`config.mk`:
```
export PLATFORM = sky130hd
export DESIGN_NAME = seq101_tx
export DESIGN_NICKNAME = d
export VERILOG_FILES = /design/src/rtl/seq101_tx.sv
export SDC_FILE = /design/constraint.sdc
export NUM_CORES = 1
export LEC_CHECK = 0
export CAP_MARGIN = 20
export CORE_MARGIN = 3
export CORE_UTILIZATION = 35
export DETAILED_ROUTE_END_ITERATION = 12
export MAX_ROUTING_LAYER = met4
export SYNTH_ARGS = -nofsm -noshare
export SYNTH_HDL_FRONTEND = slang
export SYNTH_SLANG_ARGS = --single-unit
```
`constraint.sdc`:
```
create_clock -name clk -period 2.1 [get_ports clk]
set_clock_uncertainty 0.2 [all_clocks]
set_input_delay 0.525 -clock clk [delete_from_list [all_inputs] [get_ports clk]]
set_output_delay 0.525 -clock clk [all_outputs]
set_load 0.02 [all_outputs]
```
`src/rtl/seq101_tx.sv`:
```
// Serial "101"-sync frame transmitter: sync marker, then a bit-stuffed MSB-first payload,
// then a forced idle gap, so a "101" detector on the line fires exactly once per frame.
module seq101_tx #(
   parameter int W       = 8,
   parameter int MIN_GAP = 1
) (
   input  logic         clk,
   input  logic         resetn,
   input  logic         in_valid,
   input  logic [W-1:0] in_data,
   output logic         in_ready,
   output logic         out,
   output logic         sof,
   output logic         busy,
   output logic [2:0]   state_dbg
);

   localparam int IDXW = (W > 1) ? $clog2(W) : 1;
   localparam int GAPW = (MIN_GAP > 1) ? $clog2(MIN_GAP) : 1;

   typedef enum logic [2:0] {
      IDLE  = 3'd0,
      SYNC  = 3'd1,
      DATA  = 3'd2,
      STUFF = 3'd3,
      GAP   = 3'd4
   } state_t;

   state_t          state;
   logic [1:0]      sync_cnt;
   logic [IDXW-1:0] bit_idx;
   logic [GAPW-1:0] gap_cnt;
   logic [W-1:0]    shreg;
   logic            prev_bit;
   logic [IDXW-1:0] next_idx;
   logic            last_bit;

   // Handshake: a word is accepted on any rising edge where in_valid && in_ready.
   assign in_ready  = (state == IDLE);
   assign state_dbg = state;
   assign next_idx  = bit_idx - 1'b1;
   assign last_bit  = (bit_idx == '0);

   // state names the bit currently on the line; prev_bit is the line bit before it.
   always_ff @(posedge clk) begin
      if (!resetn) begin
         state    <= IDLE;
         sync_cnt <= '0;
         bit_idx  <= '0;
         gap_cnt  <= '0;
         shreg    <= '0;
         prev_bit <= 1'b0;
         out      <= 1'b0;
         sof      <= 1'b0;
         busy     <= 1'b0;
      end else begin
         prev_bit <= out;
         sof      <= 1'b0;
         case (state)
            IDLE: begin
               out  <= 1'b0;
               busy <= 1'b0;
               if (in_valid) begin
                  shreg    <= in_data;
                  sync_cnt <= '0;
                  state    <= SYNC;
                  out      <= 1'b1;
                  sof      <= 1'b1;
                  busy     <= 1'b1;
               end
            end
            SYNC: begin
               sync_cnt <= sync_cnt + 2'd1;
               if (sync_cnt == 2'd0) begin
                  out <= 1'b0;
               end else if (sync_cnt == 2'd1) begin
                  out <= 1'b1;
               end else begin
                  state   <= DATA;
                  bit_idx <= IDXW'(W - 1);
                  out     <= shreg[W-1];
               end
            end
            DATA: begin
               // A payload 0 right after a 1 would open a "101"; pad it with a 0.
               if (!out && prev_bit) begin
                  state <= STUFF;
                  out   <= 1'b0;
               end else if (last_bit) begin
                  state   <= GAP;
                  gap_cnt <= '0;
                  out     <= 1'b0;
               end else begin
                  bit_idx <= next_idx;
                  out     <= shreg[next_idx];
               end
            end
            STUFF: begin
               if (last_bit) begin
                  state   <= GAP;
                  gap_cnt <= '0;
                  out     <= 1'b0;
               end else begin
                  state   <= DATA;
                  bit_idx <= next_idx;
                  out     <= shreg[next_idx];
               end
            end
            GAP: begin
               out <= 1'b0;
               if (gap_cnt == GAPW'(MIN_GAP - 1)) begin
                  state <= IDLE;
                  busy  <= 1'b0;
               end else begin
                  gap_cnt <= gap_cnt + 1'b1;
               end
            end
            default: begin
               state <= IDLE;
               out   <= 1'b0;
               busy  <= 1'b0;
            end
         endcase
      end
   end

endmodule

```
After elaboration in Yosys (flattened, before gate mapping)

Index checks and enable logic that the tools add are counted.

Register bits after elaboration: 21

$add $sub $neg: 3
$lt $le $gt $ge: 1
Equal/unequal tests: 11
Mux-type cells: 29
Bitwise gates (word level): 1
Reductions and logical operators: 16

Operators with widths:

| kind                                                 | number |
|---|---|
| 2-to-1 mux 3 bit                                     | 11 |
| case mux 3 bit (5 select lines)                      | 1 |
| 2-to-1 mux 1 bit                                     | 10 |
| != test 2 bit (second input constant)                | 5 |
| AND reduction 2 bit                                  | 5 |
| case mux 3 bit (3 select lines)                      | 1 |
| equality test 3 x 2 -> 1 bit (second input constant) | 2 |
| logical NOT 3 bit                                    | 2 |
| case mux 1 bit (3 select lines)                      | 2 |
| nonzero test 3 bit                                   | 2 |
| AND reduction 5 bit                                  | 1 |
| < comparator 3 x 4 -> 1 bit (second input constant)  | 1 |
| case mux 1 bit (4 select lines)                      | 1 |
| case mux 2 bit (2 select lines)                      | 1 |
| AND reduction 4 bit                                  | 1 |
| binary-select mux 1 bit (select 3 bit)               | 1 |
| equality test 3 x 1 -> 1 bit (second input constant) | 1 |
| equality test 3 bit (second input constant)          | 1 |
| != test 3 bit (second input constant)                | 1 |
| OR reduction 3 bit                                   | 1 |
| subtractor 3 x 1 -> 3 bit (second input constant)    | 1 |
| adder 2 x 1 -> 2 bit (second input constant)         | 1 |
| equality test 2 x 1 -> 1 bit (second input constant) | 1 |
| logical NOT 2 bit                                    | 1 |
| other kinds (6)                                      | 6 |

Logic depth before layout (Yosys ltp)

Gate-level depths: netlist of run 1.

Depth after elaboration: 6
Depth in mapped cells: 6
Gate-level depth less buffers: 6

Least setup slack after synthesis of run 1

No wires, ideal clock.

Path kind: reg-to-reg
Start: register bit_idx[0]
End: register out
Library setup time: 130 ps
Data arrival time: 1521 ps
Required time: 1770 ps
Setup slack: 250 ps
Cell stages (with the launch flop): 6
Path buffers: 0
Cells stage by stage: dfxtp_1 inv_1 ha_1 mux2_2 o311ai_0 o21ai_0

Word-level cells in the longest chain between the ends: 6

RTL lines:

| what                                   | RTL line | RTL |
|---|---|---|
| start, declared                        | 31       | `logic [IDXW-1:0] bit_idx;` |
| start signal, assigned                 | 80       | `bit_idx <= IDXW'(W - 1);` |
| start signal, assigned                 | 94       | `bit_idx <= next_idx;` |
| start signal, assigned                 | 105      | `bit_idx <= next_idx;` |
| subtractor 3 x 1 -> 3 bit              | 41       | `assign next_idx = bit_idx - 1'b1;` |
| binary-select mux 1 bit (select 3 bit) | 95, 106  |  |
| 2-to-1 mux 1 bit (not written as such) | 95, 106  |  |
| 2-to-1 mux 1 bit (*)                   | 89, 99   |  |
| 2-to-1 mux 1 bit                       | 86       | `if (!out && prev_bit) begin` |
| case mux 1 bit (4 select lines) (*)    | 59       | `case (state)` |
| end signal, assigned                   | 81       | `out <= shreg[W-1];` |
| end signal, assigned                   | 95       | `out <= shreg[next_idx];` |
| end signal, assigned                   | 106      | `out <= shreg[next_idx];` |
| end, declared                          | 12       | `output logic out,` |

Mark *: on every way between the ends. The rest lies on a longest branch, timed or not. The select of a mux whose other input is x is not followed.
A chain may end at the register's enable or synchronous reset.

Worst setup path in the final report of run 1

Start: register out
End: output port out

No word-level cell between the ends.

==> results of run 1 <==
sequential cells by signal (all words and copies together), names as in the netlist:
name / count
out: 1
sof: 1
state_dbg: 3
shreg: 8
prev_bit: 1
busy: 1
bit_idx: 3
sync_cnt: 2
worst max-delay path by stage:
| stage | depth (start not counted) | start | to | slack (ns) |
|---|---|---|---|---|
| floorplan | 5 | bit_idx[0] | out | 0.25 |
| global placement | 5 | resetn | out | 0.13 |
| detailed placement | 5 | resetn | out | 0.08 |
| CTS | 1 | out | out | 0.04 |
| global route | 1 | out | out | 0.008 |
| finish | 1 | out | out | 0.05 |
Yosys cell counts, types with 2 or more instances:
master and instances:
a211oi_1 2, a21oi_1 14, and2_1 2, buf_2 3
clkbuf_1 2, dfxtp_1 20, ha_1 4, inv_1 5
mux2i_1 2, nand2_1 20, nand2b_1 3, nor2_1 7
nor3_1 4, nor3b_1 4, nor4b_1 2, o21ai_0 5
cells by family after synthesis:
kind of cell | synth area share, %
flops | 40.9
fa+ha+maj | 5.12
buf+inv | 4.22
mux | 5.50
compound gates | 19.1
xor+xnor | 0.895
simple gates | 24.3
cell type report:
type	count	share of cell area (%)
Clock buffer	3	1.79
Clock inverter	1	2.39
Inverter	5	1.49
Multi-Input combinational cell	86	42.7
Sequential cell	20	31.9
Tap cell	30	2.99
Timing Repair Buffer	23	16.7
power by group through the flow:
| stage | Combinational, mW | Sequential (mW) | Clock, mW |
|---|---|---|---|
| floorplan | 0.137 | 0.450 | 0 |
| global placement | 0.237 | 0.436 | 0 |
| detailed placement | 0.240 | 0.437 | 0 |
| CTS | 0.236 | 0.428 | 0.322 |
| global route | 0.260 | 0.432 | 0.338 |
| finish | 0.233 | 0.428 | 0.316 |
metrics by stage:
step | total power, mW | hold slack (ns)
final | 0.977 | 0.259
after global routing | 1.03 | 0.287
after CTS | 0.986 | 0.265
after detailed placement | 0.677 | 0.246
after global placement | 0.673 | 0.242
after floorplan | 0.587 | 0.233
metal layers:
metal / GRT usage [%] / vias up / routed length [um]
met2: 21.5 / 29 / 958
met5: - / - / 0
li1: - / 454 / -
met3: 5.48 / 4 / 148
met4: 3.24 / 0 / 26
met1: 16.9 / 398 / 942
==> flow_summary.json, run 1 <==
{
  "clockPowerShare_pct": 32.4,
  "drt_wl_total_mm": 2.08,
  "cp-end-kind": "primary output",
  "switching_share_pct": 27.1,
  "clk-insertion-delay-late_ns": 0.30,
  "hold_depth": 2,
  "fin_tns_setup_ns": 0,
  "layout-area-overhead-vs-synth_pct": 28.4,
  "grt_pass1_vias": 796,
  "clock-sinks": 20,
  "h-tree-depth": 1,
  "power.leakage_nw": 0.471,
  "r2r_start": "bit_idx[0]",
  "fin_area_sq_mm": 0.00126,
  "utilization_pct": 48.9,
  "dpl_cell_area_sq_mm": 0.00121,
  "grt_first_pass_wirelength_mm": 3.57,
  "synth_edf_count": 0,
  "r2r_slack_ns": 0.20,
  "fp-row-count": 18,
  "layout_common_cells": "20 x nand2_1, 20 x dfxtp_1, 14 x a21oi_1",
  "die-area_sq_mm": 0.00347,
  "drive_gt1_share_pct": 10.1,
  "power.internal_mw": 0.713,
  "nFillCells": 257,
  "root_buffer": "clkbuf_4",
  "route.detailed.drc": 0,
  "clockBufferDepth": 2,
  "nets": 154,
  "yosys.area.top_type": "dfxtp_1",
  "yosysUniqueCellTypes": 33,
  "num_antenna_cells": 0,
  "worstMarginPinSlew_ns": 0.428,
  "antenna_found_initial": 0,
  "seqPwrFrac_pct": 43.8,
  "cpPeakStageDelay_ns": 0.62,
  "multiInputGateArea_sq_um": 537,
  "dp.cells": 164,
  "cp-start-kind": "register",
  "synth_fp_nets": 131,
  "seq_area_sq_um": 400,
  "setup_slack_ns": 0.0543,
  "dp_slack_ns": 0.0789,
  "cts.repair.resized": 4,
  "cts.reportedPaths.clkPinSlew_ns": 0.12,
  "die_x_um": 58.9,
  "ys_top_cells_by_area": "dfxtp_1 41%, nand2_1 7.7%, a21oi_1 7.2%, ha_1 5.1%, nor3b_1 3.1%",
  "cp_top_family": "buffers and inverters",
  "cp_num_buf_inv": 1,
  "cts_tree": "yes",
  "yosys.area.top_type_share_pct": 40.9,
  "async_flop_share_pct": 0,
  "numCtsBuffers": 3,
  "io_buffers": 17,
  "fin_crit_sh_pct": 97.4,
  "hold_buffers": 0,
  "yosysSeqAreaShare_pct": 40.9,
  "status": "completed",
  "rr_worst_depth": 5,
  "fp.dieH_um": 58.9,
  "worstPathCellList": "clkdlybuf4s50_1",
  "drt-wirelength-per-cell_um": 12.4,
  "max_cap_violations": 0,
  "grt_max_degree": 17,
  "worstHoldPathType": "reg2reg",
  "finalHoldViolations": 0,
  "setup_violations": 0,
  "ant_nets": 0,
  "cp.required_ns": 1.37,
  "drt-initial-drc-count": 20,
  "path_max_fanout": 4,
  "peakVddDrop_uv": 586,
  "max_freq_mhz": 489,
  "viasPerCell": 5.27,
  "synthesis.area_sq_um": 978,
  "synth.avg_cell_area_sq_um": 8.43,
  "boundaryPins": 18,
  "final-max-slew-violation-count": 0,
  "overflow": 0,
  "holdPathEnd": "shreg[1]",
  "place.gp.congestion": 0.747,
  "rsz0062_at_grt": "false",
  "cellPowerDensity_mw_per_mm2": 778,
  "post_cts_buffers": 0,
  "worstReg2RegEnd": "out",
  "max_slew_margin_pct": 71.4,
  "num_vias": 885,
  "min_period_ns": 2.05,
  "cp_slowest_cell": "clkdlybuf4s50_1",
  "core_area_sq_mm": 0.00257,
  "hp-start": "shreg[1]",
  "grtUsageTotal_pct": 13.8,
  "dominantRegCellSynth": "dfxtp_1",
  "first_pass_iters": 4,
  "synth_warnings": 0,
  "final_cell_count_no_fill": 168,
  "crit_arrival_ns": 1.32,
  "syn_inst": 116,
  "dpl.hpwl_mm": 1.61,
  "initial_core_util_pct": 38.1,
  "pwr-share-comb_pct": 23.9,
  "ys_seq_elements": 20,
  "p_sw_mw": 0.265,
  "critPathKind": "reg2out"
}
Note: power is estimated with default switching activity, not from simulation.
==> run 2: changes to the inputs <==
Settings changed: CELL_PAD_IN_SITES_DETAIL_PLACEMENT set to 1, CELL_PAD_IN_SITES_GLOBAL_PLACEMENT set to 2, CORE_UTILIZATION 35 to 29, PLACE_DENSITY_LB_ADDON set to 0.1.
==> flow_summary.json, run 2 (synthesized netlist as in run 1, its figures left out) <==
{
  "setup_violations": 0,
  "route.detailed.drc": 0,
  "nets": 156,
  "cts.reportedPaths.clkPinSlew_ns": 0.12,
  "crit_cells": 1,
  "status": "completed",
  "cp-start-kind": "register",
  "num_antenna_cells": 0,
  "numCtsBuffers": 3,
  "nFillCells": 400,
  "worstPathCellList": "clkdlybuf4s50_1",
  "dpl.hpwl_mm": 1.86,
  "ant_nets": 0,
  "num_vias": 900,
  "clk-insertion-delay-late_ns": 0.30,
  "drt_wl_total_mm": 2.49,
  "power.leakage_nw": 0.482,
  "io_buffers": 17,
  "endpoint": "out",
  "worstMarginPinSlew_ns": 0.420,
  "fin_tns_setup_ns": 0,
  "overflow": 0,
  "crit_arrival_ns": 1.29,
  "boundaryPins": 18,
  "r2r_slack_ns": 0.23,
  "cp_top_family": "buffers and inverters",
  "place.gp.congestion": 0.767,
  "initial_core_util_pct": 31.3,
  "max_cap_violations": 0,
  "path_max_fanout": 4,
  "grt_first_pass_wirelength_mm": 4.13,
  "cp_num_buf_inv": 1,
  "root_buffer": "clkbuf_4",
  "first_pass_iters": 2,
  "critPathKind": "reg2out",
  "grtUsageTotal_pct": 13.3,
  "core_area_sq_mm": 0.00313,
  "p_sw_mw": 0.278,
  "layout-area-overhead-vs-synth_pct": 31.7,
  "switching_share_pct": 28.0,
  "hold_slack_ns": 0.266,
  "die_x_um": 64.1,
  "min_period_ns": 2.02,
  "cp.required_ns": 1.37,
  "power.internal_mw": 0.717,
  "clockPowerShare_pct": 32.4,
  "dpl_cell_area_sq_mm": 0.00124,
  "antenna_found_initial": 0,
  "max_freq_mhz": 496,
  "cp_slowest_cell": "clkdlybuf4s50_1",
  "largest_reg_flops": 8,
  "worstReg2RegEnd": "out",
  "cts_tree": "yes",
  "drive_gt1_share_pct": 11.4,
  "fin_crit_sh_pct": 96.0,
  "viasPerCell": 4.89,
  "die-area_sq_mm": 0.00411,
  "worstHoldPathType": "reg2reg",
  "fp-row-count": 20,
  "cp-end-kind": "primary output",
  "cpPeakStageDelay_ns": 0.61,
  "top_register": "shreg",
  "seqPwrFrac_pct": 43.0,
  "finalHoldViolations": 0,
  "grt_pass1_vias": 911,
  "clockBufferDepth": 2,
  "clock-sinks": 20,
  "rr_worst_depth": 5,
  "final-max-slew-violation-count": 0,
  "max_slew_margin_pct": 72.0,
  "dp_slack_ns": 0.0848,
  "pwr-share-comb_pct": 24.6,
  "crit_start": "out",
  "cellPowerDensity_mw_per_mm2": 772,
  "setup_slack_ns": 0.0848,
  "rsz0062_at_grt": "false",
  "h-tree-depth": 1,
  "drt-wirelength-per-cell_um": 13.5,
  "drt-initial-drc-count": 18,
  "layout_common_cells": "20 x nand2_1, 20 x dfxtp_1, 14 x a21oi_1",
  "r2r_start": "bit_idx[0]",
  "fp.dieH_um": 64.1,
  "grt_max_degree": 17,
  "fin_area_sq_mm": 0.00129,
  "peakVddDrop_uv": 319
}
## run 2: cell count changes in the layout (fill, tap and decap cells not counted), sizes merged
cell | before | now
buf | 6 | 8
## run 2: how the worst min path moves through the flow
| stage | end | cells past startpoint | slack, ns | start |
|---|---|---|---|---|
| detailed placement | shreg[1] | 2 | 0.25 | shreg[1] |
| CTS | shreg[6] | 2 | 0.27 | shreg[6] |
| global route | shreg[6] | 2 | 0.30 | shreg[6] |
| floorplan | shreg[1] | 2 | 0.23 | shreg[1] |
| global placement | shreg[6] | 2 | 0.24 | shreg[6] |
| finish | shreg[4] | 2 | 0.27 | shreg[4] |
## run 2: layout make-up
type	instances	area (sq um)	area share, %
Multi-Input combinational cell	86	537	41.7
Clock inverter	1	30.0	2.33
Clock buffer	3	22.5	1.75
Inverter	5	18.8	1.46
Timing Repair Buffer	25	225	17.5
Sequential cell	20	400	31.1
Tap cell	44	55.1	4.27
## run 2: what timing repair did
action / in CTS / in global routing
hold buffers: 0 / 0
gates resized for setup: 4 / 0
setup endpoints to repair: 4 / 0
buffers inserted: 0 / 0
## run 2: per-layer routing
metal  wire length, um  vias up  GRT usage, %
met1              1210      424          16.5
met5                 0        -             -
met4                19        0          4.04
li1                  -      461             -
met2              1170       13          21.5
met3                94        2          2.99
## run 2: metrics by stage
step                      power, mW  std cells  util [%]
after detailed placement      0.691        180      39.7
final                         0.995        184      41.2
after global routing           1.06        184      41.2
after global placement        0.685        180      39.7
after CTS                      1.02        184      41.2
after floorplan               0.587        116         -
## run 2: power groups by stage
stage	sequential, mW	clock (mW)	combinational (mW)
5_1_grt	0.433	0.357	0.271
4_1_cts	0.429	0.338	0.250
3_3_place_gp	0.436	0	0.249
2_1_floorplan	0.450	0	0.137
3_5_place_dp	0.437	0	0.254
6_report	0.428	0.322	0.244
## run 2: tightest hold or removal path: cells and delay by family (launching register included)
family | cells | cell delay [ns]
AOI/OAI and AO/OA | 1 | 0.05
DFF | 1 | 0.33
and+or+nand+nor | 1 | 0.05
==> run 3: changes to the inputs <==
Settings changed: CTS_CLUSTER_DIAMETER set to 100.
==> results of run 3 <==
No change in the layout: final DEF, timing and power equal those of run 2.
